--- config.mk ---
export PLATFORM = sky130hd
export DESIGN_NAME = pipeline_stall_controller
export DESIGN_NICKNAME = d
export VERILOG_FILES = /design/src/rtl/pipeline_stall_controller.sv
export SDC_FILE = /design/constraint.sdc
export NUM_CORES = 1
export LEC_CHECK = 0
export CAP_MARGIN = 5
export CELL_PAD_IN_SITES_DETAIL_PLACEMENT = 2
export CELL_PAD_IN_SITES_GLOBAL_PLACEMENT = 2
export CORE_AREA = 2 2 43 45
export DETAILED_ROUTE_END_ITERATION = 16
export DIE_AREA = 0 0 45 47
export PLACE_DENSITY = 0.71
export SLEW_MARGIN = 10
export SYNTH_ARGS = -nofsm -noshare
export SYNTH_HDL_FRONTEND = slang
export SYNTH_SLANG_ARGS = --single-unit
--- constraint.sdc ---
create_clock -name Clk -period 2.23 [get_ports Clk]
set_clock_uncertainty 0.1 [all_clocks]
set_input_delay 0.3345 -clock Clk [delete_from_list [all_inputs] [get_ports Clk]]
set_output_delay 0.3345 -clock Clk [all_outputs]
set_load 0.02 [all_outputs]
--- src/rtl/pipeline_stall_controller.sv ---
// pipeline_stall_controller: applies load-use stalls, taken-branch squashes and
// data-memory freezes to the PC, IF/ID and ID/EX registers. Outputs are Mealy.
// Optional performance counters (StallCount, FlushCount) are built only when
// the macro PIPE_PERF_CNT_EN is defined.
module pipeline_stall_controller #(
  parameter int unsigned FLUSH_SLOTS = 1,
  parameter int unsigned CNT_WIDTH   = 16
) (
  input  logic                 Clk,
  input  logic                 Reset_n,
  input  logic                 StallReq,
  input  logic                 BranchTaken,
  input  logic                 MemBusy,
  output logic                 PCWrite,
  output logic                 IF_ID_Write,
  output logic                 IF_ID_Flush,
  output logic                 ID_EX_Bubble,
  output logic                 PipeFreeze
`ifdef PIPE_PERF_CNT_EN
  ,
  output logic [CNT_WIDTH-1:0] StallCount,
  output logic [CNT_WIDTH-1:0] FlushCount
`endif
);

  localparam int unsigned SLOT_W = 3;

  // Reject unsupported configurations at elaboration time.
  if (FLUSH_SLOTS < 1 || FLUSH_SLOTS > 7) begin : g_bad_flush_slots
    $error("FLUSH_SLOTS must be in 1..7");
  end
  if (CNT_WIDTH < 1) begin : g_bad_cnt_width
    $error("CNT_WIDTH must be at least 1");
  end

  typedef enum logic [1:0] {
    RUN      = 2'd0,
    FLUSH    = 2'd1,
    MEM_WAIT = 2'd2
  } state_t;

  state_t              state, state_next, eff_state;
  logic [SLOT_W-1:0]   slots_left, slots_next;
  logic                resume_flush, resume_next;

  // State, squash-slot counter and resume flag.
  always_ff @(posedge Clk or negedge Reset_n) begin
    if (!Reset_n) begin
      state        <= RUN;
      slots_left   <= '0;
      resume_flush <= 1'b0;
    end else begin
      state        <= state_next;
      slots_left   <= slots_next;
      resume_flush <= resume_next;
    end
  end

  // Next state and Mealy outputs; a finished freeze is evaluated as its return state.
  always_comb begin
    state_next   = state;
    slots_next   = slots_left;
    resume_next  = resume_flush;
    PCWrite      = 1'b1;
    IF_ID_Write  = 1'b1;
    IF_ID_Flush  = 1'b0;
    ID_EX_Bubble = 1'b0;
    PipeFreeze   = 1'b0;

    eff_state = state;
    if (state == MEM_WAIT && !MemBusy) begin
      eff_state = (resume_flush && slots_left != '0) ? FLUSH : RUN;
    end

    case (eff_state)
      RUN: begin
        resume_next = 1'b0;
        state_next  = RUN;
        if (MemBusy) begin
          PCWrite     = 1'b0;
          IF_ID_Write = 1'b0;
          PipeFreeze  = 1'b1;
          state_next  = MEM_WAIT;
        end else if (StallReq) begin
          // Branch operands are not valid yet, so a concurrent branch is ignored.
          PCWrite      = 1'b0;
          IF_ID_Write  = 1'b0;
          ID_EX_Bubble = 1'b1;
        end else if (BranchTaken) begin
          IF_ID_Flush = 1'b1;
          if (FLUSH_SLOTS > 1) begin
            state_next = FLUSH;
            slots_next = SLOT_W'(FLUSH_SLOTS - 1);
          end
        end
      end
      FLUSH: begin
        if (MemBusy) begin
          PCWrite     = 1'b0;
          IF_ID_Write = 1'b0;
          PipeFreeze  = 1'b1;
          resume_next = 1'b1;
          state_next  = MEM_WAIT;
        end else begin
          IF_ID_Flush = 1'b1;
          resume_next = 1'b0;
          if (slots_left > SLOT_W'(1)) begin
            slots_next = slots_left - SLOT_W'(1);
            state_next = FLUSH;
          end else begin
            slots_next = '0;
            state_next = RUN;
          end
        end
      end
      default: begin
        // MEM_WAIT with the memory still busy.
        PCWrite     = 1'b0;
        IF_ID_Write = 1'b0;
        PipeFreeze  = 1'b1;
        state_next  = MEM_WAIT;
      end
    endcase

    // Reset forces a safe pipeline immediately, independent of the clock.
    if (!Reset_n) begin
      PCWrite      = 1'b0;
      IF_ID_Write  = 1'b0;
      IF_ID_Flush  = 1'b1;
      ID_EX_Bubble = 1'b1;
      PipeFreeze   = 1'b0;
    end
  end

`ifdef PIPE_PERF_CNT_EN
  // Saturating counts of bubble cycles and squashed fetch slots.
  always_ff @(posedge Clk or negedge Reset_n) begin
    if (!Reset_n) begin
      StallCount <= '0;
      FlushCount <= '0;
    end else begin
      if (ID_EX_Bubble && StallCount != '1) StallCount <= StallCount + CNT_WIDTH'(1);
      if (IF_ID_Flush && FlushCount != '1) FlushCount <= FlushCount + CNT_WIDTH'(1);
    end
  end
`endif

endmodule

==> impl_metrics.json <==
{
  "switching_share": 0.2689,
  "synthCells": 44,
  "switchingPower_w": 0.00007671,
  "vias_per_cell": 4.711,
  "drive_gt1_frac": 0.3485,
  "track_usage": 0.1128,
  "max_slew_margin": 0.8405,
  "ctsHtreeMaxLevel": 1,
  "async_reset_ff_frac": 1.000,
  "grt_pass1_wl_mm": 1.690,
  "numClockSinks": 6,
  "fin_crit_ns": 2.100,
  "dieWidth_um": 45,
  "worst_slack_ns": 0.1297,
  "drc": 0,
  "comb_power_share": 0.246,
  "grt_max_degree": 7,
  "grt_overflow_total": 0,
  "synth.top_cell.area_share": 0.3762,
  "synth_area_um2": 399.1,
  "ys_warn_count": 0,
  "min_period_over_period": 0.9418,
  "dp.cells": 80,
  "status": "finished clean",
  "tritoncts": "yes",
  "seqPwrFrac": 0.408,
  "drv_cap": 0,
  "postCtsSetupRepairBufs": 0,
  "core_area_um2": 1652,
  "first_global_vias": 406,
  "clockRootBuffer": "clkbuf_4",
  "row_count": 15,
  "hp-class": "in2async",
  "worstPathRequired_ns": 1.80,
  "syn_avg_cell_area_um2": 9.071,
  "internal-power_w": 0.0002085,
  "first_iter_violations": 0,
  "final_max_slew_viol_count": 0,
  "critPathSlowestCell": "dfrtp_1",
  "finalHoldViolCount": 0,
  "synth_common_cells": "6 x dfrtp_1, 4 x inv_1, 4 x nand2_1, 4 x nor2_1, 4 x o21ai_0",
  "io_buffers": 9,
  "antenna_cells": 0,
  "clkPwrFrac": 0.346,
  "synth_nets": 52,
  "num-nets-final": 76,
  "dieHeight_um": 47,
  "finalPower_w": 0.0002853,
  "finalSetupViolCount": 0,
  "num_vias": 391,
  "arrival_ns": 1.67,
  "synth.most_common_cell": "dfrtp_1",
  "max_freq_ghz": 0.4761,
  "cts_made_buffers": 3,
  "drt_wl_total_mm": 1.018,
  "ant_nets": 0,
  "rsz0062_at_grt": "false",
  "clockBufferDepth": 2,
  "end_kind": "output pin",
  "path_class": "reg2out",
  "start_util": 0.2417,
  "path_clk_slew_ns": 0.05,
  "pin_count": 10,
  "max_stage_delay_ns": 0.38,
  "hpwl_um": 879.6,
  "fin_cells": 83,
  "synthFlopType": "dfrtp_1",
  "clk_latency_ns": 0.24,
  "cp_max_fo": 3,
  "synth-seq-area-share": 0.3762,
  "synth_edf_count": 0,
  "p_leak_nw": 0.3289,
  "dieArea_um2": 2115,
  "ys_types": 23,
  "yosysTopAreaCell": "dfrtp_1",
  "place.gp.congestion": 0.6860,
  "dr.pass1.iters": 1,
  "synthTopCellsByArea": "dfrtp_1 38%, ha_1 9.4%, nand3b_4 5.0%",
  "worstMarginPinSlew_ns": 0.2378,
  "antenna_found_initial": 0,
  "crit_chain": "inv_1, ha_1, nand2b_1, a31oi_2, nand2b_4, nand3_1, dlygate4sd2_1",
  "area_delta_synth_final_pct": 53.29,
  "routedWlPerCell_um": 12.27,
  "startpoint_type": "flop",
  "p_per_area_nw_per_um2": 466.2,
  "cp_top_family": "buffers and inverters",
  "vdd_drop_max_uv": 242.4,
  "synth-seq-cells": 6,
  "dp_slack_ns": -0.1737,
  "cp_num_buf_inv": 2
}
==> flip-flops by register name, indices dropped and copies added (netlist names) <==
name          count
slots_left        3
state             2
resume_flush      1
==> placed cells by master (no fill, tap or decap), drive strengths merged, types with 3 or more instances in the layout <==
cell type	count
nor2	4
dfrtp	6
ha	3
buf	11
clkdlybuf4s50	4
clkbuf	6
inv	5
o21ai	4
nand2	4
a21oi	3
==> logic make-up after synthesis <==
family,count (synthesis),share of synthesized area
buffers and inverters,6,0.06582
and+or+nand+nor,17,0.2476
muxes,2,0.06269
AOI/OAI and AO/OA,10,0.1536
DFF,6,0.3762
adders and majority gates,3,0.09405
==> metal layers <==
| layer | vias to the layer above | wire length [um] | GRT usage |
|---|---|---|---|
| met2 | 10 | 519 | 0.1943 |
| li1 | 195 | - | - |
| met5 | - | 0 | 0 |
| met3 | 0 | 65 | 0.02692 |
| met4 | 0 | 0 | 0.05294 |
| met1 | 186 | 434 | 0.1326 |
==> cell type report <==
cell class	instances	area [um2]
inverter	5	18.77
fill	198	1040
tap	17	21.27
timing repair buffer	20	155.1
sequential	6	150.1
clock buffer	3	22.52
multi-input combinational	32	244.0
==> power by group through the flow <==
stage | sequential [W] | clock [W] | combinational [W]
detailed placement | 0.000118 | 0 | 0.0000739
CTS | 0.000116 | 0.000102 | 0.0000712
global route | 0.000117 | 0.000107 | 0.0000787
global placement | 0.000117 | 0 | 0.0000719
finish | 0.000116 | 0.0000987 | 0.0000702
floorplan | 0.000118 | 0 | 0.0000328
==> metrics by stage <==
| step | util | cell area (um2) | hold slack, ns | TNS (ns) |
|---|---|---|---|---|
| after floorplan | - | 399.1 | -0.06109 | 0 |
| after global placement | 0.3545 | 585.6 | 0.4662 | -0.5024 |
| after detailed placement | 0.3545 | 585.6 | 0.4725 | -0.6464 |
| after CTS | 0.3682 | 608.1 | 0.3832 | 0 |
| after global routing | 0.3705 | 611.8 | 0.3950 | 0 |
| final | 0.3705 | 611.8 | 0.3864 | 0 |
==> final timing paths <==
check	from	to	slack, ns	cells after the start
worst max-delay path	slots_left[0]	IF_ID_Flush	0.13	7
worst min-delay path	Reset_n	slots_left[2]	0.39	2
worst max register to register	slots_left[0]	slots_left[2]	0.59	7
worst min register to register	resume_flush	resume_flush	0.48	2
max in group asynchronous	Reset_n	slots_left[1]	1.53	2
min in group Clk	resume_flush	resume_flush	0.48	2
==> timing repair <==
item,CTS,global route
pin swaps,0,1
setup endpoints to repair,5,4
hold buffers,0,0
resized for setup,6,9
Note: power is estimated with default switching activity, not from simulation.
